==> src/rtl/cascade_lane_dispatcher.sv <==
// cascade_lane_dispatcher
//   Hands window jobs to NUM_LANES classifier lanes in strict round-robin
//   order and retires their results in the same order. Each lane walks
//   IDLE -> RUN -> DONE -> IDLE. A lane that runs for TIMEOUT_CYCLES cycles
//   without reporting done is aborted and retired with a timeout flag.
//
// Ports
//   clk_i, rst_i          clock, synchronous active-high reset
//   job_*                 job handshake (val/ready), window id and vnf
//   lane_start_o          one-cycle start pulse per lane
//   lane_vnf_o            registered vnf per lane, 32 bits per lane
//   lane_abort_o          one-cycle abort pulse on lane timeout
//   lane_done_i/result_i  per-lane completion pulse and face result
//   res_*                 in-order result handshake (val/ready), id, face, timeout
//   lanes_busy_o          lane not IDLE
//   windows_cnt_o         retired windows, saturating
//   faces_cnt_o           retired faces, saturating
//   err_o                 sticky: done pulse seen on a lane not in RUN
module cascade_lane_dispatcher #(
    parameter int NUM_LANES      = 4,
    parameter int ID_WIDTH       = 16,
    parameter int TIMEOUT_CYCLES = 65535
) (
    input  logic                    clk_i,
    input  logic                    rst_i,
    input  logic                    job_val_i,
    output logic                    job_ready_o,
    input  logic [ID_WIDTH-1:0]     job_id_i,
    input  logic [31:0]             job_vnf_i,
    output logic [NUM_LANES-1:0]    lane_start_o,
    output logic [32*NUM_LANES-1:0] lane_vnf_o,
    output logic [NUM_LANES-1:0]    lane_abort_o,
    input  logic [NUM_LANES-1:0]    lane_done_i,
    input  logic [NUM_LANES-1:0]    lane_result_i,
    output logic                    res_val_o,
    input  logic                    res_ready_i,
    output logic [ID_WIDTH-1:0]     res_id_o,
    output logic                    res_face_o,
    output logic                    res_timeout_o,
    output logic [NUM_LANES-1:0]    lanes_busy_o,
    output logic [31:0]             windows_cnt_o,
    output logic [31:0]             faces_cnt_o,
    output logic                    err_o
);

    localparam int PTR_W = (NUM_LANES > 1) ? $clog2(NUM_LANES) : 1;
    localparam logic [PTR_W-1:0] LAST_LANE = PTR_W'(NUM_LANES - 1);
    // Run-counter value at which a lane with no done is aborted next cycle.
    localparam logic [31:0] TO_LAST = (TIMEOUT_CYCLES > 0) ? 32'(TIMEOUT_CYCLES - 1) : 32'd0;

    typedef enum logic [1:0] {L_IDLE, L_RUN, L_DONE} lane_state_t;

    lane_state_t         st     [NUM_LANES];
    logic [ID_WIDTH-1:0] id_r   [NUM_LANES];
    logic                face_r [NUM_LANES];
    logic                to_r   [NUM_LANES];
    logic [31:0]         cnt_r  [NUM_LANES];

    logic [PTR_W-1:0] dp;
    logic [PTR_W-1:0] rp;
    logic             dp_idle;
    logic             rp_done;
    logic             accept;
    logic             retire;

    function automatic logic [31:0] sat_inc(input logic [31:0] v);
        return (v == 32'hFFFF_FFFF) ? v : v + 32'd1;
    endfunction

    function automatic logic [PTR_W-1:0] ptr_next(input logic [PTR_W-1:0] p);
        return (p == LAST_LANE) ? '0 : p + PTR_W'(1);
    endfunction

    // Pointer-selected views of the lane array, built as a mux loop so the
    // pointer width never has to match the array index width exactly.
    always_comb begin
        dp_idle       = 1'b0;
        rp_done       = 1'b0;
        res_id_o      = '0;
        res_face_o    = 1'b0;
        res_timeout_o = 1'b0;
        lanes_busy_o  = '0;
        for (int k = 0; k < NUM_LANES; k++) begin
            lanes_busy_o[k] = (st[k] != L_IDLE);
            if (dp == PTR_W'(k)) begin
                dp_idle = (st[k] == L_IDLE);
            end
            if (rp == PTR_W'(k)) begin
                rp_done       = (st[k] == L_DONE);
                res_id_o      = id_r[k];
                res_face_o    = face_r[k];
                res_timeout_o = to_r[k];
            end
        end
    end

    assign job_ready_o = dp_idle;
    assign res_val_o   = rp_done;
    assign accept      = job_val_i & job_ready_o;
    assign retire      = res_val_o & res_ready_i;

    always_ff @(posedge clk_i) begin
        if (rst_i) begin
            dp            <= '0;
            rp            <= '0;
            lane_start_o  <= '0;
            lane_abort_o  <= '0;
            lane_vnf_o    <= '0;
            windows_cnt_o <= '0;
            faces_cnt_o   <= '0;
            err_o         <= 1'b0;
            for (int k = 0; k < NUM_LANES; k++) begin
                st[k]     <= L_IDLE;
                id_r[k]   <= '0;
                face_r[k] <= 1'b0;
                to_r[k]   <= 1'b0;
                cnt_r[k]  <= '0;
            end
        end else begin
            lane_start_o <= '0;
            lane_abort_o <= '0;

            if (accept) begin
                dp <= ptr_next(dp);
            end
            if (retire) begin
                rp            <= ptr_next(rp);
                windows_cnt_o <= sat_inc(windows_cnt_o);
                if (res_face_o) begin
                    faces_cnt_o <= sat_inc(faces_cnt_o);
                end
            end

            for (int k = 0; k < NUM_LANES; k++) begin
                case (st[k])
                    L_IDLE: begin
                        if (accept && (dp == PTR_W'(k))) begin
                            st[k]                <= L_RUN;
                            id_r[k]              <= job_id_i;
                            lane_vnf_o[32*k +: 32] <= job_vnf_i;
                            face_r[k]            <= 1'b0;
                            to_r[k]              <= 1'b0;
                            cnt_r[k]             <= '0;
                            lane_start_o[k]      <= 1'b1;
                        end
                    end
                    L_RUN: begin
                        // A done in the expiry cycle takes priority over the abort.
                        if (lane_done_i[k]) begin
                            st[k]     <= L_DONE;
                            face_r[k] <= lane_result_i[k];
                            to_r[k]   <= 1'b0;
                        end else if ((TIMEOUT_CYCLES > 0) && (cnt_r[k] == TO_LAST)) begin
                            st[k]           <= L_DONE;
                            face_r[k]       <= 1'b0;
                            to_r[k]         <= 1'b1;
                            lane_abort_o[k] <= 1'b1;
                        end else if (TIMEOUT_CYCLES > 0) begin
                            cnt_r[k] <= cnt_r[k] + 32'd1;
                        end
                    end
                    L_DONE: begin
                        if (retire && (rp == PTR_W'(k))) begin
                            st[k] <= L_IDLE;
                        end
                    end
                    default: st[k] <= L_IDLE;
                endcase

                if (lane_done_i[k] && (st[k] != L_RUN)) begin
                    err_o <= 1'b1;
                end
            end
        end
    end

endmodule

==> config.mk <==
export PLATFORM = sky130hd
export DESIGN_NAME = cascade_lane_dispatcher
export DESIGN_NICKNAME = d
export VERILOG_FILES = /design/src/rtl/cascade_lane_dispatcher.sv
export SDC_FILE = /design/constraint.sdc
export NUM_CORES = 1
export LEC_CHECK = 0
export ABC_CLOCK_PERIOD_IN_PS = 3300
export CELL_PAD_IN_SITES_DETAIL_PLACEMENT = 0
export CELL_PAD_IN_SITES_GLOBAL_PLACEMENT = 1
export CORE_AREA = 2 2 212 214
export CTS_BUF_LIST = sky130_fd_sc_hd__clkbuf_8
export DETAILED_ROUTE_END_ITERATION = 6
export DIE_AREA = 0 0 214 216
export PLACE_DENSITY = 0.87
export SKIP_LAST_GASP = 1
export SYNTH_ARGS = -nofsm -noshare
export SYNTH_HDL_FRONTEND = slang
export SYNTH_SLANG_ARGS = --single-unit
==> constraint.sdc <==
create_clock -name clk_i -period 3.3 [get_ports clk_i]
set_input_delay 0.66 -clock clk_i [delete_from_list [all_inputs] [get_ports clk_i]]
set_output_delay 0.66 -clock clk_i [all_outputs]
set_load 0.02 [all_outputs]
After elaboration in Yosys (flattened, before gate mapping)
Memories as Yosys holds them, arrays and structs flattened.
Index checks and enable logic that the tools add are counted.
- memory bits (writable): 208
- register bits: 205
- logic and storage cells: 325
- memories kept: 5
- output and inout port bits: 225
- bits of input ports: 60
- equality and inequality tests: 24
- add/sub/neg operators: 8
- bitwise gates (word level): 60
- multiplexer cells: 184
- reductions and logical operators: 33
- memories (name ; depth ; bits a word ; rd ports ; clocked after Yosys merged registers in ; write ports ; line ; text):
    cnt_r ; 4 ; 32 ; 4 ; 0 ; 4 ; 57 ; logic [31:0] cnt_r [NUM_LANES];
    id_r ; 4 ; 16 ; 4 ; 0 ; 4 ; 54 ; logic [ID_WIDTH-1:0] id_r [NUM_LANES];
    st ; 4 ; 2 ; 4 ; 0 ; 4 ; 53 ; lane_state_t st [NUM_LANES];
    face_r ; 4 ; 1 ; 4 ; 0 ; 4 ; 55 ; logic face_r [NUM_LANES];
    to_r ; 4 ; 1 ; 4 ; 0 ; 4 ; 56 ; logic to_r [NUM_LANES];
- operators by type and width (cell ; number):
    32-bit 2-to-1 mux ; 8
    32-bit by 1-bit adder with 32-bit output (second input constant) ; 6
    1-bit 2-to-1 mux ; 146
    32-bit by 16-bit equality test with 1-bit output (second input constant) ; 4
    16-bit 2-to-1 mux ; 8
    32-bit equality test (second input constant) ; 2
    1-bit bitwise OR ; 56
    2-bit 2-to-1 mux ; 22
    2-bit equality test (second input constant) ; 8
    2-bit by 1-bit equality test with 1-bit output (second input constant) ; 6
    1-bit logical AND ; 12
    2-bit logical NOT ; 6
    3-bit OR reduction ; 4
    2-bit AND reduction ; 5
    2-bit by 1-bit != test with 1-bit output (second input constant) ; 4
    2-bit nonzero test ; 4
    2-bit by 1-bit adder with 2-bit output (second input constant) ; 2
    4-bit nonzero test ; 1
    3-bit AND reduction ; 1
    1-bit bitwise AND ; 2
    1-bit inverter ; 2

Longest topological paths before layout
- depth after elaboration: 16
- gate-level depth with buffers: 11

Worst setup path after synthesis
No wires, ideal clock.
- path type: register to register
- start point: mem cnt_r[0][0]
- end point: mem cnt_r[0][0] (enable)
- path slack: 450 ps
- setup time: 389 ps
- stages on the path, launching flop included: 10
- data arrival time: 2460 ps
- clock period less this slack: 2850 ps
- required time: 2911 ps
- cells stage by stage: edfxtp_1 -> inv_1 -> ha_1 -> nor4b_1 -> and3_1 -> and4_1 -> or4_1 -> buf_2 -> buf_2 -> nand2_1
- RTL lines (element ; line):
    from (decl) ; 57

Worst setup path after layout
- start point: reg dp[0]
- end point: out job_ready_o
- longest elaborated chain between the ends: 5
- elaborated cells between the ends (all ways): 8
- RTL lines (element ; line ; text):
    from (decl) ; 59 ; logic [PTR_W-1:0] dp;
    from (signal assigned) ; 124 ; dp <= ptr_next(dp);
    2-bit logical NOT ; 85 ; if (dp == PTR_W'(k)) begin
    1-bit 2-to-1 mux (3 in a row) ; 85 ;
    1-bit 2-to-1 mux (*) ; 85 ;
    to (decl) ; 27 ; output logic job_ready_o,
Mark *: on every way between the ends. The rest lies on a longest branch, timed or not.

==> results.cfg <==
[setup_path]
rrSetupSlack_ns = 0.57
worstSetupStartpointType = flip-flop
crit_type = reg2out
endpoint_kind = output port
critical_path.cell_chain = inv_1, ha_1, nor3b_1, a211o_1, mux2_2, dlygate4sd2_1
cpMaxStageDelayCell = nor3b_1
crit_buf_inv = 2
cpLargestDelayFamily = buffers and inverters
arrival_ns = 2.48
cp_max_fo = 4
r2r-end = cnt_r[1][13]
timing.rr.start = dp[0]
crit_required_ns = 2.64
reg2reg_depth = 8
slowest_delay_ns = 0.41

[global_route]
grt_overflow = 0
antenna_found_initial = 4
grt_usage_pct = 21.45
grt_max_degree = 91
grt_pass1_wl_mm = 80.72
grt_pass1_vias = 15090

[timing]
setup_viol = 0
rsz0062_at_grt = true
relSlewSlack_pct = 16.85
fin_crit_ns = 3.141
clock-skew-final_ns = 0.03024
max_freq_mhz = 318.4
hold_viol = 0
tightest_slew_ns = 1.243
layout_setup_ws_ns = 0.1594
finalCritPeriodShare_pct = 95.17
setup_tns_ns = 0
slew_violations = 0

[floorplanning]
rows = 77
core_um2 = 43840
die-area_um2 = 46220
pin_count = 285
die_w_um = 214
initial_core_util_pct = 43.66
die_h_um = 216

[synth]
yosys_register_bits = 413
synth_common_cells = nand2_1, edfxtp_1, dfxtp_1
synth-edff-count = 208
yosys_warnings = 0
post-synth-top-count-cell = nand2_1
synthArstFlopShare_pct = 0
ys_seq_area_share_pct = 54.08
synthFlopType = edfxtp_1
yosysUniqueCellTypes = 68
synth_top_area_share_pct = 32.64
avgSynthCellArea_um2 = 9.927
syn_area_um2 = 19140
syn_inst = 1928
netlist_top_cells_area = edfxtp_1, dfxtp_1, nand2_1, a21oi_1, nor2_1
synth_nets = 2006
synth_top_area_cell = edfxtp_1

[cts]
clkTransAtPathRegs_ns = 0.06
clock_latency_ns = 0.62
cts-htree-levels = 3
clock_sinks = 413
cts_max_path_buffers = 3
numCtsBuffers = 73
cts-root-buf = clkbuf_8
cts_tree = built
holdBufCountCts = 0

[min_path]
hp-start = lane_vnf_o[112]
hold_class = reg2reg
holdPathEnd = lane_vnf_o[112]
whs_path_depth = 2

[detailed_routing]
vias = 15610
drc_errors = 0
wire_per_inst_um = 17.72
initialDrtViolationCount = 1275
ant_nets = 0
drt_wl_total_mm = 50.89
vias_per_cell = 5.436
firstDrtPassIters = 5

[layout]
drive_above_1_share_pct = 8.308
final_net_count = 2296
areaGrowthSynthToFinish_pct = 25.36

[power_and_ir_drop]
internal-power_uw = 9369
power_density_nw_per_um2 = 562.4
p_leak_uw = 0.008204
combPwrFrac_pct = 19.8
p_switching_uw = 4123
sequentialPowerShare_pct = 46.7
peakVddDrop_mv = 0.3238
p_sw_share_pct = 30.56
power_uw = 13490
p_clk_share_pct = 33.4

[run]
cap_violations = 0

[status]
status = finished clean

[placement]
dpl.hpwl_mm = 34.60
dp_slack_ns = 0.3358
gp_congestion = 0.8296
portBuffers = 284
## routing by layer
| layer | vias up | global-route usage [%] | part of all wire, % |
|---|---|---|---|
| met5 | - | 0 | 0 |
| met4 | 0 | 7.995 | 2.6 |
| met3 | 81 | 4.919 | 5.6 |
| met2 | 418 | 36.22 | 49 |
| met1 | 7528 | 26.82 | 43 |
| li1 | 7579 | - | - |
## cells by family (layout without fill, tap and decap cells)
group / count (synthesis) / after routing / share of synthesized area [%]
simple gates: 883 / 883 / 23.84
flops: 413 / 413 / 54.08
compound gates: 332 / 332 / 11.34
buf+inv: 151 / 498 / 3.367
xor+xnor: 115 / 115 / 5.263
fa+ha+maj: 18 / 18 / 1.177
mux: 16 / 16 / 0.9349
other cells: 0 / 4 / 0
## worst max-delay path by stage
stage                 from      endpoint  slack, ns  depth (start not counted)
6_report             dp[0]   job_ready_o       0.16                          6
5_1_grt              rp[1]  res_id_o[15]     -0.004                          8
4_1_cts              rp[0]   res_id_o[2]      -0.22                          7
3_5_place_dp     job_val_i  cnt_r[1][13]       0.34                          7
3_3_place_gp     job_val_i   cnt_r[1][1]       0.34                          7
2_1_floorplan  cnt_r[0][0]   cnt_r[0][0]       0.45                          9
## timing repair
item                                    CTS  global route
gates resized for setup                  20            22
pin swaps                                 1             1
setup buffers                             1             0
endpoints found under the setup margin   20            15
## power by group through the flow
stage / Sequential [uW] / Combinational, uW / Clock, uW
after global placement: 6380 / 2710 / 0
after CTS: 6300 / 2690 / 4650
after floorplan: 6480 / 1410 / 0
after detailed placement: 6400 / 2750 / 0
after global routing: 6360 / 2900 / 4870
final: 6300 / 2680 / 4510
## state kept, by name, indices dropped and copies added, names as in the netlist
name and count:
cnt_r 128, lane_vnf_o 128, id_r 64, faces_cnt_o 32, windows_cnt_o 32, st 8, face_r 4, lane_abort_o 4
lane_start_o 4, to_r 4, dp 2, rp 2, err_o 1
## worst min-delay path: cells and delay by family (launching register included)
family           cells  cell delay [ns]
AND/OR/NAND/NOR      1             0.05
flip-flops           1             0.30
AO/OA/AOI/OAI        1             0.05
## layout make-up
type,instances,area (um^2)
Tap cell,592,740.7
Multi-Input combinational cell,1364,8198
Fill cell,3901,19840
Inverter,40,151.4
Clock buffer,87,1197
Clock inverter,45,200.2
Antenna cell,4,10.01
Sequential cell,413,10350
Timing Repair Buffer,326,3143
## stage by stage
| stage | instance area, um^2 | hold slack, ns | instances | utilization [%] |
|---|---|---|---|---|
| finish | 23990 | 0.4541 | 2871 | 54.73 |
| global route | 23990 | 0.4620 | 2869 | 54.72 |
| CTS | 23970 | 0.4182 | 2867 | 54.69 |
| detailed placement | 22590 | 0.4469 | 2734 | 51.52 |
| global placement | 22590 | 0.4415 | 2734 | 51.52 |
| floorplan | 19140 | 0.4692 | 1928 | - |
## layout by cell type, fill, tap and decap left out, types with 4 or more instances in the layout
cell / count
clkdlybuf4s50_1: 263
nand2_1: 239
edfxtp_1: 208
dfxtp_1: 204
nor2_1: 191
a21oi_1: 158
clkbuf_8: 87
and2_1: 71
inv_1: 68
nand3_1: 64
a22o_1: 64
nand4_1: 62
xnor2_1: 58
xor2_1: 57
buf_4: 41
or4_1: 40
nor4_1: 39
o21ai_0: 38
o31ai_1: 37
nor3_1: 32
and3_1: 27
and4_1: 22
nand3b_1: 19
nor2b_1: 17
or3_1: 17
ha_1: 16
mux2_2: 15
dlygate4sd2_1: 10
nor4b_1: 9
nor3b_1: 8
clkinv_1: 6
clkinv_2: 5
diode_2: 4
or2_2: 4
nand2b_1: 4
nor3_2: 4
clkbuf_2: 4
No activity file was read; power rests on OpenSTA's default activity.
